===== src/rtl/ir_nec_tx.sv =====
// NEC infrared transmitter: 32-bit frame, LSB first, carrier-modulated LED drive, 108 ms frame period.
// Optional repeat-code generation while a key is held is enabled by defining IR_TX_REPEAT_EN.
module ir_nec_tx #(
    parameter int UNIT_CYC = 15187,
    parameter int CAR_HALF = 355
) (
    input  logic        clk,
    input  logic        rst_n,
    input  logic [31:0] tx_data,
    input  logic        tx_start,
    input  logic        tx_hold,
    output logic        ir_out,
    output logic        ir_env,
    output logic        busy,
    output logic        done
);
    // state       | meaning
    // IDLE        | waiting for tx_start
    // LEAD_MARK   | 16u leader burst
    // LEAD_SPACE  | 8u leader space
    // BIT_MARK    | 1u burst before every data bit
    // BIT_SPACE   | 1u (bit=0) or 3u (bit=1) space
    // STOP_MARK   | 1u trailing burst
    // GAP         | silence until 192u since frame start
    // REP_MARK    | 16u repeat-code burst
    // REP_SPACE   | 4u repeat-code space
    // REP_STOP    | 1u repeat-code trailing burst
    // REP_GAP     | silence until 192u since repeat start
    localparam int UW = (UNIT_CYC > 1) ? $clog2(UNIT_CYC) : 1;
    localparam int CW = (CAR_HALF > 1) ? $clog2(CAR_HALF) : 1;
    localparam logic [UW-1:0] UNIT_LAST = UW'(UNIT_CYC - 1);
    localparam logic [CW-1:0] CAR_LAST  = CW'(CAR_HALF - 1);

    localparam logic [3:0] S_IDLE       = 4'd0;
    localparam logic [3:0] S_LEAD_MARK  = 4'd1;
    localparam logic [3:0] S_LEAD_SPACE = 4'd2;
    localparam logic [3:0] S_BIT_MARK   = 4'd3;
    localparam logic [3:0] S_BIT_SPACE  = 4'd4;
    localparam logic [3:0] S_STOP_MARK  = 4'd5;
    localparam logic [3:0] S_GAP        = 4'd6;
`ifdef IR_TX_REPEAT_EN
    localparam logic [3:0] S_REP_MARK   = 4'd7;
    localparam logic [3:0] S_REP_SPACE  = 4'd8;
    localparam logic [3:0] S_REP_STOP   = 4'd9;
    localparam logic [3:0] S_REP_GAP    = 4'd10;
`else
    logic w_unused_hold;
    assign w_unused_hold = tx_hold;
`endif

    logic [3:0]    r_state, w_next;
    logic [UW-1:0] r_unit;
    logic [4:0]    r_dur, w_len;
    logic [7:0]    r_frm;
    logic [31:0]   r_shift;
    logic [4:0]    r_bit;
    logic [CW-1:0] r_car_cnt, w_car_cnt;
    logic          r_car, w_car;
    logic          w_tick, w_dur_end, w_frm_end, w_done, w_cur_mark, w_next_mark;

    function automatic logic is_mark(input logic [3:0] s);
        logic m;
        m = (s == S_LEAD_MARK) || (s == S_BIT_MARK) || (s == S_STOP_MARK);
`ifdef IR_TX_REPEAT_EN
        m = m || (s == S_REP_MARK) || (s == S_REP_STOP);
`endif
        return m;
    endfunction

    always_comb begin
        w_len = 5'd1;
        case (r_state)
            S_LEAD_MARK:  w_len = 5'd16;
            S_LEAD_SPACE: w_len = 5'd8;
            S_BIT_SPACE:  w_len = r_shift[0] ? 5'd3 : 5'd1;
`ifdef IR_TX_REPEAT_EN
            S_REP_MARK:   w_len = 5'd16;
            S_REP_SPACE:  w_len = 5'd4;
`endif
            default:      w_len = 5'd1;
        endcase
    end

    assign w_tick    = (r_state != S_IDLE) && (r_unit == UNIT_LAST);
    assign w_dur_end = w_tick && (r_dur == w_len - 5'd1);
    assign w_frm_end = w_tick && (r_frm == 8'd191);

    always_comb begin
        w_next = r_state;
        w_done = 1'b0;
        case (r_state)
            S_IDLE:       if (tx_start) w_next = S_LEAD_MARK;
            S_LEAD_MARK:  if (w_dur_end) w_next = S_LEAD_SPACE;
            S_LEAD_SPACE: if (w_dur_end) w_next = S_BIT_MARK;
            S_BIT_MARK:   if (w_dur_end) w_next = S_BIT_SPACE;
            S_BIT_SPACE:  if (w_dur_end) w_next = (r_bit == 5'd31) ? S_STOP_MARK : S_BIT_MARK;
            S_STOP_MARK:  if (w_dur_end) w_next = S_GAP;
`ifdef IR_TX_REPEAT_EN
            S_GAP, S_REP_GAP: begin
                if (w_frm_end) begin
                    if (tx_hold) begin
                        w_next = S_REP_MARK;
                    end else begin
                        w_next = S_IDLE;
                        w_done = 1'b1;
                    end
                end
            end
            S_REP_MARK:   if (w_dur_end) w_next = S_REP_SPACE;
            S_REP_SPACE:  if (w_dur_end) w_next = S_REP_STOP;
            S_REP_STOP:   if (w_dur_end) w_next = S_REP_GAP;
`else
            S_GAP: begin
                if (w_frm_end) begin
                    w_next = S_IDLE;
                    w_done = 1'b1;
                end
            end
`endif
            default:      w_next = S_IDLE;
        endcase
    end

    // Every mark is entered from a non-mark state, so the carrier restarts high on each burst.
    assign w_cur_mark  = is_mark(r_state);
    assign w_next_mark = is_mark(w_next);

    always_comb begin
        w_car     = 1'b0;
        w_car_cnt = '0;
        if (w_next_mark && !w_cur_mark) begin
            w_car = 1'b1;
        end else if (w_cur_mark) begin
            if (r_car_cnt == CAR_LAST) begin
                w_car = ~r_car;
            end else begin
                w_car     = r_car;
                w_car_cnt = r_car_cnt + CW'(1);
            end
        end
    end

    always_ff @(posedge clk or negedge rst_n) begin
        if (!rst_n) begin
            r_state   <= S_IDLE;
            r_unit    <= '0;
            r_dur     <= '0;
            r_frm     <= '0;
            r_shift   <= '0;
            r_bit     <= '0;
            r_car_cnt <= '0;
            r_car     <= 1'b0;
            ir_out    <= 1'b0;
            ir_env    <= 1'b0;
            busy      <= 1'b0;
            done      <= 1'b0;
        end else begin
            r_state   <= w_next;
            r_car_cnt <= w_car_cnt;
            r_car     <= w_car;
            if (r_state == S_IDLE || w_tick) r_unit <= '0;
            else                             r_unit <= r_unit + UW'(1);
            if (w_next != r_state) r_dur <= '0;
            else if (w_tick)       r_dur <= r_dur + 5'd1;
            if (r_state == S_IDLE || w_frm_end) r_frm <= '0;
            else if (w_tick)                    r_frm <= r_frm + 8'd1;
            if (r_state == S_IDLE && tx_start) begin
                r_shift <= tx_data;
                r_bit   <= '0;
            end else if (r_state == S_BIT_SPACE && w_dur_end) begin
                r_shift <= r_shift >> 1;
                r_bit   <= r_bit + 5'd1;
            end
            ir_env <= w_next_mark;
            ir_out <= w_next_mark & w_car;
            busy   <= (w_next != S_IDLE);
            done   <= w_done;
        end
    end
endmodule


===== config.mk =====
export PLATFORM = sky130hd
export DESIGN_NAME = ir_nec_tx
export DESIGN_NICKNAME = d
export VERILOG_FILES = /design/src/rtl/ir_nec_tx.sv
export SDC_FILE = /design/constraint.sdc
export NUM_CORES = 1
export LEC_CHECK = 0
export BUFFER_PORTS_ARGS = -buffer_cell sky130_fd_sc_hd__buf_4
export CAP_MARGIN = 20
export CELL_PAD_IN_SITES_DETAIL_PLACEMENT = 0
export CELL_PAD_IN_SITES_GLOBAL_PLACEMENT = 1
export CORE_MARGIN = 4
export CORE_UTILIZATION = 42
export CTS_CLUSTER_SIZE = 28
export DETAILED_ROUTE_END_ITERATION = 6
export PLACE_DENSITY_LB_ADDON = 0.1
export SLEW_MARGIN = 20
export SYNTH_ARGS = -nofsm -noshare
export SYNTH_HDL_FRONTEND = slang
export SYNTH_SLANG_ARGS = --single-unit

===== constraint.sdc =====
create_clock -name clk -period 3 [get_ports clk]
set_input_delay 0.45 -clock clk [delete_from_list [all_inputs] [get_ports clk]]
set_output_delay 0.45 -clock clk [all_outputs]
set_load 0.01 [all_outputs]

After elaboration in Yosys (flattened, before gate mapping)
Cells that the tools add are included.

storage, ports and cells
  flip-flop bits (word level) = 82
  output and inout bits = 4

cells by class
  $add $sub $neg = 6
  eq/ne operators = 15
  mux-type cells = 28
  bitwise gates (word level) = 2
  reductions and logical operators = 19

operator list
  cell                                                             count
  32-bit 2-to-1 mux                                                2
  4-bit 2-to-1 mux                                                 7
  4-bit case mux with 7 select lines                               1
  9-bit 2-to-1 mux                                                 3
  5-bit 2-to-1 mux                                                 4
  4-bit by 3-bit == test with 1-bit output, second input constant  4
  8-bit 2-to-1 mux                                                 2
  5-bit case mux with 3 select lines                               1
  14-bit by 1-bit adder with 14-bit output, second input constant  1
  14-bit == test, second input constant                            1
  14-bit 2-to-1 mux                                                1
  4-bit by 2-bit == test with 1-bit output, second input constant  3
  5-bit by 1-bit adder with 5-bit output, second input constant    2
  9-bit by 1-bit adder with 9-bit output, second input constant    1
  9-bit == test, second input constant                             1
  8-bit by 1-bit adder with 8-bit output, second input constant    1
  4-bit by 1-bit == test with 1-bit output, second input constant  2
  8-bit == test, second input constant                             1
  4-bit nonzero test                                               2
  1-bit logical AND                                                6
  1-bit logical OR                                                 6
  2-bit nonzero test                                               3
  5-bit == test                                                    1
  5-bit == test, second input constant                             1
  9 further kinds                                                  13

Longest topological paths before layout
Gate-level depths: netlist (run 1).

  depth after elaboration = 13
  mapped depth = 14

Least setup slack after synthesis (run 1)
Ideal clock, no wire load.

  path kind = reg2reg
  start = register r_state[3]
  end = register busy
  library setup time = 0.131 ns
  arrival = 3.110 ns
  setup slack = -0.241 ns
  stages on the path, launching flop included = 13
  period minus slack after synthesis = 3.241 ns
  path through = dfrtp_1 -> clkbuf_1 -> nand2b_1 -> nor3_1 -> nand2_1 -> ha_1 -> ha_1 -> xnor2_1 -> nor3_1 -> a211oi_1 -> and4b_1 -> or3_4 -> or3_1

on the way
  cells in the longest elaborated chain, start to end = 8
  elaborated cells between the ends (all ways) = 23

ends and longest elaborated chain
  item                                                              line    text
  start: declaration                                                51      logic [3:0] r_state, w_next;
  start signal: assignment                                          158     r_state <= w_next;
  4-bit by 3-bit == test with 1-bit output (tied with other cells)  72, 91
  5-bit case mux with 3 select lines                                72      case (r_state)
  5-bit by 1-bit subtractor with 5-bit output                       85      assign w_dur_end = w_tick && (r_dur == w_len - 5'd1);
  5-bit == test                                                     85
  1-bit logical AND                                                 85
  4-bit 2-to-1 mux, on equally long branches                        n/a
  4-bit case mux with 7 select lines *                              91      case (r_state)
  named net w_next[2]                                               51
  4-bit nonzero test *                                              176     busy <= (w_next != S_IDLE);
  end signal: assignment                                            176
  end: declaration                                                  14      output logic busy,

The timed path passes the listed nets; every way through them passes the cells marked *.
A chain may end at the register's enable or synchronous reset.

Final worst setup path (run 1)
  start = register r_state[1]
  end = register busy

The elaborated chain is that of the path after synthesis.

==> results.json, run 1 <==
{
  "status": "finished clean",
  "vdd_drop_max_mv": 0.217,
  "fillers": 908,
  "clk_latency_ns": 0.35,
  "synth_seq_area_share_pct": 49.2,
  "grt_antenna_before_repair": 0,
  "crit_path_top_delay_cell": "dfrtp_1",
  "worst_ep_required_time_ns": 3.23,
  "drcViolationCount": 0,
  "async_reset_ff_share_pct": 100,
  "synthAdderAreaFrac_pct": 3.00,
  "nets": 513,
  "relSlewSlack_pct": 47.1,
  "start_kind": "register",
  "cts.sinks": 82,
  "p_leak_nw": 2.39,
  "syn_avg_cell_area_sq_um": 9.94,
  "detail-route-antenna-nets": 0,
  "diodes": 0,
  "max_freq_mhz": 345,
  "setup_slack_ns": 0.102,
  "hpwl_microns": 5640,
  "maxCapViolCount": 0,
  "synth_simple_gate_area_share_pct": 21.8,
  "htree_num_levels": 3,
  "synth_compound_area_share_pct": 8.58,
  "port_buffers": 38,
  "postSynthCellCount": 420,
  "grt_max_degree": 46,
  "grt_usage_pct": 14.7,
  "place_ws_ns": -0.0218,
  "synth_top_family_by_area": "simple AND/OR/NAND/NOR gates",
  "std_cell_rows": 36,
  "vias": 3085,
  "cts-root-buf": "clkbuf_8",
  "die_h_microns": 108,
  "synth_top_area_cell": "dfrtp_1",
  "criticalPathCategory": "register to register",
  "synth_fp_nets": 466,
  "crit_fanout": 3,
  "cts_hold_buffers": 0,
  "cpPeakStageDelay_ns": 0.43,
  "fp.dieW_microns": 108,
  "wl_per_cell_microns": 13.6,
  "dr.pass1.iters": 4,
  "whs_ns": 0.0946,
  "clock_skew_ns": 0.00955,
  "globalplace.congestion": 0.826,
  "numCtsBuffers": 9,
  "min_path_type": "input pin to asynchronous set/reset pin",
  "yosys_warnings": 0,
  "area_growth_pct": 20.3,
  "synth_xor_area_share_pct": 7.35,
  "worst_slew_pin_slew_ns": 0.786,
  "crit_path_cell_trace": "buf_6 -> nor3_4 -> nand2_1 -> ha_2 -> ha_4 -> xor2_2 -> nand3_2 -> nand3b_4 -> o31a_1 -> or3_4 -> or3_1",
  "finalSetupViolCount": 0,
  "yosysTopAreaCellShare_pct": 49.2,
  "cts_buffer_depth": 2,
  "finalHoldViolations": 0,
  "synth_edf_count": 0,
  "ys_ff_latch": 82,
  "viasPerCell": 5.10,
  "synth.area.mux_share_pct": 6.72,
  "clk_pin_slew_ns": 0.08,
  "synth.distinct_cells": 50,
  "final-max-slew-violation-count": 0,
  "synthesis.area_sq_um": 4170,
  "core_sq_um": 9730,
  "start_util_pct": 42.9,
  "grt_pass1_wl_microns": 13600,
  "drive_gt1_share_pct": 19.7,
  "cts_tree": "yes",
  "die_area_sq_um": 11600,
  "power.density_nw_per_um2": 492,
  "grt_pass1_vias": 2918,
  "synth_ff_type": "dfrtp_1",
  "cp-end-kind": "register",
  "ios": 40,
  "arrival_ns": 3.13,
  "drt_wl_total_microns": 8220,
  "first_iter_violations": 144,
  "period_needed_ns": 2.90,
  "period_share_pct": 96.6,
  "netlist_top_cells_area": "dfrtp_1 49%, mux2i_1 6.7%, xor2_1 4.6%",
  "grt_overflow_total": 0
}
## cells in the final DEF, fill, tap and decap left out, types with 2 or more instances in the layout
master,synthesis,final
nor3b_1,3,3
dfrtp_2,0,2
nand2b_4,0,2
clkbuf_8,0,9
clkbuf_1,17,2
dfrtp_1,82,80
o22ai_1,3,3
a31oi_1,3,3
or3_1,7,7
o21ai_0,35,35
mux2i_1,28,28
nor2_1,33,33
nand3_1,22,21
a211oi_1,4,2
nor4b_1,2,2
or4_1,2,2
nand4bb_1,3,3
clkinv_2,0,2
and4b_1,2,2
nor3_4,0,2
nand4_1,8,8
and2_2,1,2
nand2b_1,4,2
and3_1,6,6
nand3b_1,3,3
o211ai_1,2,2
nor2b_1,4,4
nor3_1,6,5
a21oi_1,7,7
and4_1,2,2
ha_1,10,8
nand2_1,44,44
xnor2_1,13,12
inv_1,13,13
bufinv_16,0,2
buf_4,0,56
xor2_1,22,21
nor4_1,6,6
## per-layer routing
layer	vias to the layer above	routed length, microns	GRT usage [%]	share of wire [%]
met1	1470	4040	19.9	49
met3	13	306	3.84	3.7
met2	43	3750	22.6	46
li1	1559	-	-	-
met5	-	0	0	0
met4	0	121	5.41	1.5
## metrics by stage
stage	power, mW	setup TNS [ns]	cells	cell area (sq um)	util (%)
global route	2.61	-0.0236	605	5020	51.6
CTS	2.49	0	603	4940	50.8
detailed placement	1.62	-0.0218	587	4730	48.6
finish	2.47	0	605	5020	51.6
global placement	1.61	0	587	4730	48.6
floorplan	1.49	0	420	4230	-
## synthesized netlist by cell type (2+ instances only)
library cell	instances
dfrtp_1	82
nand2_1	44
o21ai_0	35
nor2_1	33
mux2i_1	28
nand3_1	22
xor2_1	22
clkbuf_1	17
inv_1	13
xnor2_1	13
ha_1	10
nand4_1	8
a21oi_1	7
or3_1	7
and3_1	6
nor3_1	6
nor4_1	6
buf_2	5
a211oi_1	4
nand2b_1	4
nor2b_1	4
a31oi_1	3
nand3b_1	3
nand4bb_1	3
nor3b_1	3
o22ai_1	3
and4_1	2
and4b_1	2
nor4b_1	2
o211ai_1	2
or4_1	2
## logic make-up after synthesis
logic type      count (synthesis)
other cells                     1
fa+ha+maj                      10
mux                            28
simple gates                  168
compound gates                 61
xor+xnor                       35
buf+inv                        35
flops                          82
## repair_timing
| action | CTS | global route |
|---|---|---|
| buffers inserted | 0 | 2 |
| resized for setup | 1 | 10 |
| endpoints found under the setup margin | 2 | 23 |
| pin swaps | 0 | 6 |
## path summary, 6_finish.rpt
kind                       slack, ns  cells past startpoint           end   startpoint
hold reg to reg                 0.50                      2   r_shift[31]  r_shift[31]
max in group asynchronous       2.19                      2    r_state[2]        rst_n
setup reg to reg                0.10                     11          busy   r_state[1]
setup / recovery                0.10                     11          busy   r_state[1]
hold / removal                  0.09                      1  r_car_cnt[2]        rst_n
min in group clk                0.30                      3   r_shift[19]  tx_data[19]
## worst max-delay path: cells and delay by family, from the launching register on
kind                       cells  cell delay, ns
and+or+nand+nor                6            1.25
adders and majority gates      2            0.48
DFF                            1            0.43
AOI/OAI and AO/OA              1            0.33
xor gates and xnor gates       1            0.15
buffers and inverters          1            0.14
## sequential cells by signal (all words and copies together), names as in the netlist
| register | flops |
|---|---|
| r_bit | 5 |
| done | 1 |
| r_shift | 32 |
| r_state | 4 |
| r_dur | 5 |
| r_unit | 14 |
| ir_env | 1 |
| r_frm | 8 |
| r_car_cnt | 9 |
| r_car | 1 |
| ir_out | 1 |
| busy | 1 |
## cell type report
type                       count  area [sq um]  area share (%)
timing repair buffer          58           452            9.00
clock buffer                  11           131            2.62
tap                          133           166            3.31
clock inverter                 5          78.8            1.57
inverter                      13          48.8           0.972
sequential                    82          2050            40.9
multi-input combinational    303          2090            41.6
## power by group
| part | internal (mW) | switching [mW] | total [mW] |
|---|---|---|---|
| clock | 0.469 | 0.401 | 0.869 |
| combinational | 0.159 | 0.157 | 0.315 |
| sequential | 1.21 | 0.0710 | 1.29 |
| total | 1.84 | 0.629 | 2.47 |
Note: power is estimated with default switching activity, not from simulation.
==> run 2: changes to the inputs <==
- CELL_PAD_IN_SITES_DETAIL_PLACEMENT: 0 -> 1
- CELL_PAD_IN_SITES_GLOBAL_PLACEMENT: 1 -> 2
- CORE_UTILIZATION: 42 -> 41
- clock period: 3 -> 3.42 ns (I/O delays scaled with it)
==> run 2 against run 1 <==
Compared with the run above:
- core utilization down 2.3 points
- critical path type unchanged
- critical path depth down 1
- worst setup slack better by 0.16 ns
- power down 14%
- sequential power down 12%
- flip-flop and latch count unchanged
- combinational power down 15%
- count of clock-buffer cells in the layout up 3
- non-clock buffer count down 8
- clock skew up 0.0051 ns
- sequential share of layout area up 1.3 points
- largest cell class is now sequential cells
==> results.json, run 2 (synthesis results as in run 1) <==
{
  "p_comb_share_pct": 12.6,
  "ios": 40,
  "core_sq_um": 9860,
  "crit_family": "simple AND/OR/NAND/NOR gates",
  "numCtsBuffers": 9,
  "vdd_drop_max_mv": 0.179,
  "grt_usage_pct": 16.5,
  "clock_skew_ns": 0.0147,
  "reg.largest.list": "r_shift (32), r_unit (14), r_car_cnt (9)",
  "worst_path_most_repeated_cell": "ha_1",
  "start_kind": "register",
  "final-max-slew-violation-count": 0,
  "drive_gt1_share_pct": 16.2,
  "worst_ep_required_time_ns": 3.65,
  "setup_slack_ns": 0.263,
  "die_h_microns": 109,
  "p_sw_uw": 547,
  "stdcell_count": 597,
  "start_util_pct": 42.3,
  "fillers": 1108,
  "finalSetupViolCount": 0,
  "cts_buffer_depth": 2,
  "max_freq_mhz": 317,
  "min_path_type": "input pin to asynchronous set/reset pin",
  "port_buffers": 38,
  "crit_path_cell_trace": "nand2b_1 -> a211oi_2 -> ha_1 -> ha_1 -> xor2_1 -> nand3_1 -> nand3b_2 -> o31a_1 -> or3_4 -> or3_1",
  "crit_fanout": 7,
  "detail-route-antenna-nets": 0,
  "whs_ns": 0.0574,
  "nets": 505,
  "wl_per_cell_microns": 14.9,
  "drt_wl_total_microns": 8920,
  "worst_slew_pin_slew_ns": 0.651,
  "hpwl_microns": 6360,
  "utilization_pct": 49.3,
  "cpPeakStageDelay_ns": 0.45,
  "placed_area_sq_um": 4650,
  "die_area_sq_um": 11900,
  "place_ws_ns": 0.149,
  "period_needed_ns": 3.16,
  "swShare_pct": 25.8,
  "criticalPathCategory": "register to register",
  "maxCapViolCount": 0,
  "dr.pass1.iters": 4,
  "postCtsSetupRepairBufs": 0,
  "viasPerCell": 5.28,
  "crit_path_start": "r_state[0]",
  "period_share_pct": 92.3,
  "cts-root-buf": "clkbuf_8",
  "crit_path_top_delay_cell": "dfrtp_1",
  "seqPwrFrac_pct": 53.3,
  "fin_setup_tns_ns": 0,
  "timing.rr.start": "r_state[0]",
  "arrival_ns": 3.38,
  "p_leak_nw": 2.33,
  "diodes": 0,
  "grt_antenna_before_repair": 0,
  "clk_latency_ns": 0.36,
  "htree_num_levels": 3,
  "globalplace.congestion": 0.800,
  "grt_overflow_total": 0,
  "clk_pin_slew_ns": 0.08,
  "fp.dieW_microns": 109,
  "cts_tree": "yes",
  "std_cell_rows": 36,
  "relSlewSlack_pct": 56.2,
  "crit_buf_inv": 0,
  "drcViolationCount": 0,
  "layout_common_cells": "82 x dfrtp_1, 48 x buf_4, 44 x nand2_1",
  "status": "finished clean",
  "rsz0062_at_grt": "no",
  "fin_area_sq_um": 4860,
  "clock_power_share_pct": 34.2,
  "grt_max_degree": 46,
  "regMostFlops": "r_shift",
  "cts.sinks": 82,
  "vias": 3151,
  "area_growth_pct": 16.6,
  "power.internal_mw": 1.57,
  "power.density_nw_per_um2": 436,
  "dp.cells": 581,
  "grt_pass1_vias": 3280,
  "final_common_cell": "dfrtp_1",
  "largest_reg_flops": 32,
  "cp-end-kind": "register",
  "grt_pass1_wl_microns": 15500,
  "first_iter_violations": 138,
  "finalHoldViolations": 0,
  "power.total_mw": 2.12
}
==> run 2: cell types whose count changed in the layout (fill, tap and decap cells not counted), sizes merged <==
cell / before / now
buf: 58 / 50
clkbuf: 11 / 14
clkinv: 3 / 1
bufinv: 2 / 1
==> run 2: worst paths after layout <==
kind / to / slack [ns] / cells past startpoint
worst max-delay path: busy / 0.26 / 10
worst min-delay path: r_frm[2] / 0.06 / 1
worst max register to register: busy / 0.26 / 10
worst min register to register: r_shift[31] / 0.52 / 2
max in group asynchronous: r_unit[11] / 2.64 / 2
min in group clk: r_shift[1] / 0.36 / 3
==> run 2: layout make-up <==
cell class | count | area [sq um] | area share (%)
tap | 133 | 166 | 3.42
timing repair buffer | 50 | 400 | 8.23
clock inverter | 2 | 35.0 | 0.720
inverter | 13 | 48.8 | 1.00
multi-input combinational | 303 | 2000 | 41.1
sequential | 82 | 2050 | 42.2
clock buffer | 14 | 163 | 3.34
==> run 2: power groups by stage <==
stage / Sequential [mW] / Combinational [mW] / Clock (mW)
2_1_floorplan: 1.13 / 0.166 / 0
3_3_place_gp: 1.14 / 0.264 / 0
3_5_place_dp: 1.15 / 0.272 / 0
4_1_cts: 1.13 / 0.273 / 0.746
5_1_grt: 1.15 / 0.310 / 0.790
6_report: 1.13 / 0.267 / 0.724
==> run 2: repair_timing <==
action / 4_1_cts / 5_1_grt
resized for setup: 0 / 3
hold buffers: 0 / 0
setup endpoints to repair: 0 / 40
==> run 2: metal layers <==
metal  global-route usage, %  wire (microns)  vias up  part of all wire [%]
met5                       0               0        -                     0
met4                    5.41             108        0                   1.2
met3                    4.50             292        8                   3.3
met2                    26.4            4300       34                    48
met1                    21.5            4220     1565                    47
li1                        -               -     1544                     -
==> run 2: worst register-to-register path, delay by kind of cell, from the launching register on <==
family / cells / cell delay (ns)
and+or+nand+nor: 5 / 1.45
AOI/OAI and AO/OA: 2 / 0.52
adders and majority gates: 2 / 0.47
DFF: 1 / 0.45
xor gates and xnor gates: 1 / 0.15
